--- src/rtl/imul_arb_pkg.sv ---
// Shared types and constants for the integer-multiplier arbiter.
package imul_arb_pkg;

  typedef enum logic {
    STATE_IDLE = 1'b0,
    STATE_WAIT = 1'b1
  } state_t;

  localparam int unsigned IMUL_REQ_NBITS  = 64;
  localparam int unsigned IMUL_RESP_NBITS = 32;

endpackage

--- src/rtl/imul_rr_picker.sv ---
// Combinational round-robin search: first asserted request at or after ptr, with wrap.
module imul_rr_picker
  import imul_arb_pkg::*;
#(
  parameter int unsigned NREQ = 4,
  parameter int unsigned IDW  = $clog2(NREQ)
) (
  input  logic [NREQ-1:0] req,
  input  logic [IDW-1:0]  ptr,
  output logic            any,
  output logic [IDW-1:0]  g
);

  logic [IDW-1:0] w_idx;

  // Scan offsets from farthest to nearest so the nearest hit to ptr wins.
  always_comb begin
    any   = 1'b0;
    g     = '0;
    w_idx = '0;
    for (int k = int'(NREQ) - 1; k >= 0; k--) begin
      // Explicit modulo keeps the wrap correct when NREQ is not a power of two.
      w_idx = IDW'((int'(ptr) + k) % int'(NREQ));
      if (req[w_idx]) begin
        any = 1'b1;
        g   = w_idx;
      end
    end
  end

endmodule

--- src/rtl/imul_int_mul_arbiter.sv ---
// Round-robin arbiter sharing one variable-latency multiplier among NREQ requesters.
// The winner owns the multiplier from request handshake until its product is consumed.
module imul_int_mul_arbiter
  import imul_arb_pkg::*;
#(
  parameter int unsigned NREQ = 4,
  parameter int unsigned IDW  = $clog2(NREQ)
) (
  input  logic                             clk,
  input  logic                             reset,
  input  logic [NREQ-1:0]                  req_val,
  output logic [NREQ-1:0]                  req_rdy,
  input  logic [NREQ*IMUL_REQ_NBITS-1:0]   req_msg,
  output logic [NREQ-1:0]                  resp_val,
  input  logic [NREQ-1:0]                  resp_rdy,
  output logic [IMUL_RESP_NBITS-1:0]       resp_msg,
  output logic                             mul_recv_val,
  input  logic                             mul_recv_rdy,
  output logic [IMUL_REQ_NBITS-1:0]        mul_recv_msg,
  input  logic                             mul_send_val,
  output logic                             mul_send_rdy,
  input  logic [IMUL_RESP_NBITS-1:0]       mul_send_msg,
  output logic                             busy,
  output logic [IDW-1:0]                   owner
);

  state_t         r_state;
  state_t         w_state_next;
  logic [IDW-1:0] r_ptr;
  logic [IDW-1:0] w_ptr_next;
  logic [IDW-1:0] r_owner;
  logic [IDW-1:0] w_owner_next;
  logic           w_any;
  logic [IDW-1:0] w_g;

  imul_rr_picker #(
    .NREQ (NREQ),
    .IDW  (IDW)
  ) u_picker (
    .req (req_val),
    .ptr (r_ptr),
    .any (w_any),
    .g   (w_g)
  );

  // State, round-robin pointer and grant registers.
  always_ff @(posedge clk) begin
    if (reset) begin
      r_state <= STATE_IDLE;
      r_ptr   <= '0;
      r_owner <= '0;
    end else begin
      r_state <= w_state_next;
      r_ptr   <= w_ptr_next;
      r_owner <= w_owner_next;
    end
  end

  // Next-state logic, request mux and response demux.
  always_comb begin
    w_state_next = r_state;
    w_ptr_next   = r_ptr;
    w_owner_next = r_owner;
    req_rdy      = '0;
    resp_val     = '0;
    resp_msg     = '0;
    mul_recv_val = 1'b0;
    mul_recv_msg = '0;
    mul_send_rdy = 1'b0;
    // Handshake outputs stay quiet during reset so nothing fires in the reset cycle.
    if (!reset) begin
      case (r_state)
        STATE_IDLE: begin
          // mul_send_val here is a protocol error; no ready is given for it.
          if (w_any) begin
            mul_recv_val = 1'b1;
            mul_recv_msg = req_msg[w_g*IMUL_REQ_NBITS +: IMUL_REQ_NBITS];
            req_rdy[w_g] = mul_recv_rdy;
            if (mul_recv_rdy) begin
              w_owner_next = w_g;
              w_state_next = STATE_WAIT;
            end
          end
        end
        STATE_WAIT: begin
          resp_val[r_owner] = mul_send_val;
          mul_send_rdy      = resp_rdy[r_owner];
          resp_msg          = mul_send_msg;
          if (mul_send_val && resp_rdy[r_owner]) begin
            w_state_next = STATE_IDLE;
            // The requester just served drops to lowest priority.
            w_ptr_next   = (r_owner == IDW'(NREQ - 1)) ? '0 : r_owner + 1'b1;
          end
        end
        default: ;
      endcase
    end
  end

  assign busy  = (r_state == STATE_WAIT);
  assign owner = r_owner;

endmodule

--- config.mk ---
export PLATFORM = sky130hd
export DESIGN_NAME = imul_int_mul_arbiter
export DESIGN_NICKNAME = d
export VERILOG_FILES = /design/src/rtl/imul_arb_pkg.sv /design/src/rtl/imul_rr_picker.sv /design/src/rtl/imul_int_mul_arbiter.sv
export SDC_FILE = /design/constraint.sdc
export NUM_CORES = 1
export LEC_CHECK = 0
export CAP_MARGIN = 20
export CORE_AREA = 2 2 157 159
export DETAILED_ROUTE_END_ITERATION = 6
export DIE_AREA = 0 0 159 161
export PLACE_DENSITY = 0.51
export REMOVE_ABC_BUFFERS = 1
export SETUP_SLACK_MARGIN = 0.15
export SLEW_MARGIN = 15
export SYNTH_ARGS = -nofsm -noshare
export SYNTH_HDL_FRONTEND = slang
export SYNTH_SLANG_ARGS = --single-unit
--- constraint.sdc ---
create_clock -name clk -period 2 [get_ports clk]
set_clock_uncertainty 0.15 [all_clocks]
set_input_delay 0.4 -clock clk [delete_from_list [all_inputs] [get_ports clk]]
set_output_delay 0.4 -clock clk [all_outputs]
set_load 0.01 [all_outputs]
# Word-level counts from Yosys, hierarchy flattened
# Cells that the tools add are included.
dict set report totals {
  ramBits 0
  mem_bits_ro 0
  latch_bits 0
  register_bits 5
  elab_cells 67
  memories 0
}
dict set report op_classes {
  eq_ne 1
  muxes 42
  add_sub_neg 4
  bitwise_logic 3
  n_reduce_logical 5
  multipliers 0
  div_mod_pow 0
  n_lt_le_gt_ge 8
  shift 1
}
# operator n
set ops {}
lappend ops {{$shiftx 256x9->64} 1}
lappend ops {{$mux 64} 3}
lappend ops {{$mux 32} 2}
lappend ops {{$mux 4} 5}
lappend ops {{$mux 1} 19}
lappend ops {{$lt 2x3->1 const B} 6}
lappend ops {{$bmux 1 s2} 5}
lappend ops {{$mux 2} 5}
lappend ops {{$and 4x4->4} 2}
lappend ops {{$add 2x1->2 const B} 2}
lappend ops {{$add 2x2->2 const B} 2}
lappend ops {{$demux 1 s2} 2}
lappend ops {{$ge 2x1->1 const B} 2}
lappend ops {{$logic_and 1x1->1} 3}
lappend ops {{$reduce_and 3->1} 1}
lappend ops {{$eq 2x2->1 const B} 1}
lappend ops {{$pmux 1 s2} 1}
lappend ops {{$reduce_and 2->1} 1}
lappend ops {{$not 1->1} 1}

# Depth between registers and ports, before layout
# Gate-level depths: netlist (run 1).
dict set report depth {
  word_depth 15
  mapped_depth 8
  mapped_depth_nobuf 5
}

# Modules after synthesis
# Synthesis (run 1) repeated with hierarchy kept, for this count alone.
dict set report unflattened {
  hier_cells 244
  hier_area_um2 2671.3
}
# module instances area_per_inst_um2 cells_each
set modules_own_cells {}
lappend modules_own_cells {imul_int_mul_arbiter 1 2593.7 231}
lappend modules_own_cells {imul_rr_picker 1 77.6 13}

# Least setup slack after synthesis (run 1)
# Ideal clock, no wire load.
dict set report synth_timing {
  path_type {input -> output}
  from {input req_val[2]}
  to {output mul_recv_msg[10]}
  path_slack_ps -62
  stages 6
  t_arrival_ps 1512
  path_cell_list {buf_2 nor4_1 or3_4 buf_6 buf_2 o211ai_1}
}
dict set report synth_via {
  elab_chain_cells 10
  word_cells_on_any_way 20
  cone_classes {1 x shift; 19 x mux}
}
# element line
set synth_rtl {}
lappend synth_rtl {{start: declaration} imul_int_mul_arbiter.sv:11} ;# input logic [NREQ-1:0] req_val,
lappend synth_rtl {{$bmux 1 s2} imul_rr_picker.sv:24} ;# if (req[w_idx]) begin
lappend synth_rtl {{$mux 1 (not written as such)} imul_rr_picker.sv:24}
lappend synth_rtl {{$mux 2 (4 in series)} imul_rr_picker.sv:24}
lappend synth_rtl {{$shiftx 256x9->64} imul_int_mul_arbiter.sv:77} ;# mul_recv_msg = req_msg[w_g*IMUL_REQ_NBITS +: IMUL_REQ_NBITS];
lappend synth_rtl {{$mux 64 *} imul_int_mul_arbiter.sv:75} ;# if (w_any) begin
lappend synth_rtl {{$mux 64 *} imul_int_mul_arbiter.sv:72} ;# case (r_state)
lappend synth_rtl {{$mux 64 *} imul_int_mul_arbiter.sv:71} ;# if (!reset) begin
lappend synth_rtl {{end: declaration} imul_int_mul_arbiter.sv:19} ;# output logic [IMUL_REQ_NBITS-1:0] mul_recv_msg,
# Every way passes the cells marked *; elsewhere a longest branch is shown, timed or not. The select of a mux whose other input is x is not followed.

# Worst setup path in the final report (run 1)
dict set report layout_timing {
  from {register r_ptr[0]}
  to {output mul_recv_msg[10]}
}
dict set report layout_via {
  elab_chain_cells 11
  word_cells_on_any_way 23
  cone_classes {3 x add/sub; 1 x shift; 19 x mux}
}
# element line
set layout_rtl {}
lappend layout_rtl {{start: declaration} imul_int_mul_arbiter.sv:29} ;# logic [IDW-1:0] r_ptr;
lappend layout_rtl {{start signal: assignment} imul_int_mul_arbiter.sv:54} ;# r_ptr <= w_ptr_next;
lappend layout_rtl {{$add 2x2->2} imul_rr_picker.sv:23} ;# w_idx = IDW'((int'(ptr) + k) % int'(NREQ));
lappend layout_rtl {{$bmux 1 s2} imul_rr_picker.sv:24}
lappend layout_rtl {{$mux 1 (not written as such)} imul_rr_picker.sv:24}
lappend layout_rtl {{$mux 2 (4 in series)} imul_rr_picker.sv:24}
lappend layout_rtl {{$shiftx 256x9->64} imul_int_mul_arbiter.sv:77}
lappend layout_rtl {{$mux 64 *} imul_int_mul_arbiter.sv:75}
lappend layout_rtl {{$mux 64 *} imul_int_mul_arbiter.sv:72}
lappend layout_rtl {{$mux 64 *} imul_int_mul_arbiter.sv:71}
# Marked as above.

==> results.toml, run 1 <==
[run_status]
status = "finished, violations left"
violations = "setup timing"

[placement]
place_ws_ns = -1.22
gp_congestion = 0.851
port_buffers = 408
hpwl_um = 18700
dpl.cell_count = 1206

[final_layout]
final_layout_size_suffix_gt1_share_pct = 34.1
final_common_cell = "clkdlybuf4s50_1"
layout.area.seq_um2 = 106
n_antenna_cell = 0
fill_cells = 2425
final_cell_mix = "clkdlybuf4s50_1, o211ai_1, buf_6"
multi_input_area_um2 = 3110
instances_no_fill = 1294
layout.nets = 1275
syn2layout_area_growth_pct = 191

[pwr]
power.share.switching_pct = 37.9
p_seq_share_pct = 3.9
p_int_mw = 1.78
vdd_ir_drop_max_mv = 0.296
p_leak_nw = 3.94
powerDensity_nw_per_um2 = 296
switchingPower_mw = 1.09
p_clk_share_pct = 11.6
combPwrFrac_pct = 84.5

[clocking]
cts-root-buf = "clkbuf_16"
cts_buffer_depth = 2
cts_tree = "done"
clock_insertion_delay_worst_skew_ns = 0.23
cts.sinks = 5
ctsHtreeMaxLevel = 1
clk_pin_slew_ns = 0.04
cts_made_buffers = 3
cts_hold_buf = 0

[synthesis]
syn-cell-area_um2 = 3330
avgSynthCellArea_um2 = 6.64
synth_ff_type = "dfxtp_1"
synthArstFlopShare_pct = 0
ys_types = 41
synth_seq_cells = 5
yosysWarningCount = 0
yosysSeqAreaShare_pct = 3.00
synthCells = 502
synth_edf_count = 0

[critical_path]
path_class = "register to primary output"
r2r-end = "owner[0]"
crit_start = "r_ptr[0]"
crit_end = "mul_recv_msg[10]"
r2r_start = "r_ptr[0]"
end_kind = "primary output"
cp_max_fo = 8
start_kind = "register"
crit_required_ns = 1.45
worstPathArrival_ns = 1.94
rrSetupSlack_ns = 0.29
r2r_cells = 7

[sta]
hold_viol = 0
worst_pin_slew_ns = 0.361
setup_ws_ns = -0.492
holdWs_ns = 0.355
rsz0062_at_grt = "yes"
setup_tns_ns = -32.81
setup_violations = 106
fmax_ghz = 0.401
final.period_utilization_pct = 125
period_needed_ns = 2.49
final-max-slew-violation-count = 0
relSlewSlack_pct = 75.9

[detailed_routing]
drc_errors = 0
dr_total_vias = 6432
ant_nets = 0
dr.pass1.iters = 5
initialDrtViolationCount = 512
wl_per_cell_um = 24.4
wirelength_um = 31600
vias_per_cell = 4.97

[global_route]
grt_max_degree = 35
antenna_found_initial = 0
grt_overflow = 0
grt_pass1_vias = 6572
grt_usage_pct = 22.7
grt_pass1_wl_um = 44600

[floorplan]
die_w_um = 159
pin_count = 409
die_area_um2 = 25600
design.core.area_um2 = 24000
die_y_um = 161
initial_utilization_pct = 13.9
rows = 57

[min_path]
hp-class = "input port to register"

[job]
cap_violations = 0
[critical path: stages (launching register included)]
cell and delay [ns]:
dfxtp_2 0.34, buf_6 0.10, and2b_2 0.23, nor3_4 0.20
buf_12 0.17, buf_8 0.13, buf_16 0.14, o211ai_1 0.08
o211ai_1 0.12, buf_2 0.19
[synthesized netlist by cell type, types with 2 or more instances]
cell | n | area (µm²)
dfxtp_1 | 5 | 100
a21oi_1 | 6 | 30.0
buf_2 | 44 | 220
buf_4 | 7 | 52.6
a22oi_1 | 64 | 480
o211ai_1 | 128 | 961
and2_1 | 33 | 206
and3_1 | 69 | 432
a211oi_1 | 2 | 15.0
buf_6 | 7 | 78.8
nand3_1 | 65 | 325
nand2_1 | 8 | 30.0
nor3_1 | 2 | 10.0
clkbuf_2 | 3 | 15.0
inv_1 | 5 | 18.8
ha_1 | 4 | 50.1
clkbuf_1 | 17 | 63.8
nor2_1 | 7 | 26.3
nor2b_1 | 4 | 25.0
[power groups by stage]
stage / registers (mW) / clock network [mW] / logic [mW]
4_1_cts: 0.112 / 0.335 / 2.35
6_report: 0.112 / 0.335 / 2.43
5_1_grt: 0.113 / 0.345 / 2.55
3_3_place_gp: 0.113 / 0 / 1.91
2_1_floorplan: 0.117 / 0 / 0.546
3_5_place_dp: 0.114 / 0 / 1.89
[repair_timing]
item                                    in CTS  in global routing
hold endpoints to repair                     0                  0
pin swaps                                   65                 57
endpoints found under the setup margin     111                107
gates cloned                                27                  6
resized for setup                          626                 20
setup buffers                               49                  2
[how the worst min path moves through the flow]
stage,from,endpoint,cells after the start
CTS,reset,r_ptr[0],3
finish,reset,r_ptr[0],3
detailed placement,r_ptr[0],r_ptr[0],3
global route,reset,r_ptr[0],3
global placement,r_ptr[0],r_ptr[0],3
floorplan,r_ptr[0],r_ptr[0],2
[stage by stage]
stage / power (mW) / util (%) / cell area (µm²)
detailed placement: 2.01 / 33.5 / 8040
global route: 3.01 / 40.5 / 9710
finish: 2.87 / 40.5 / 9710
floorplan: 0.664 / - / 2900
CTS: 2.80 / 39.6 / 9480
global placement: 2.02 / 33.5 / 8040
[state kept, by name, summed over array words and instances (netlist names)]
signal  flops
owner       2
r_ptr       2
busy        1
[final cells by class]
class | count | share of cell area, %
clock buffers | 4 | 0.812
inverters | 6 | 0.309
multi-input cells | 412 | 32.0
flip-flops and latches | 5 | 1.10
well taps | 324 | 4.18
repair buffers | 543 | 61.6
[layer usage]
metal / GRT usage [%] / wire, µm / vias to the layer above
met3: 4.01 / 1940 / 51
li1: - / - / 2949
met4: 4.46 / 666 / 0
met5: 0 / 0 / -
met2: 39.5 / 15500 / 326
met1: 29.7 / 13500 / 3106
[kinds of logic after synthesis]
family                   count (synthesis)  share of synthesized area (%)
AND/OR/NAND/NOR                        198                           34.0
flip-flops                               5                           3.00
adder cells (fa/ha/maj)                  4                           1.50
AO/OA/AOI/OAI                          208                           46.8
buffers and inverters                   85                           13.7
multiplexers                             2                          0.976
No activity file was read; power rests on OpenSTA's default activity.
==> inputs of run 2 (changes only) <==
Settings changed: GPL_ROUTABILITY_DRIVEN set to 0.
==> results of run 2 <==
Final layout, timing and power as in run 1 (identical DEF).
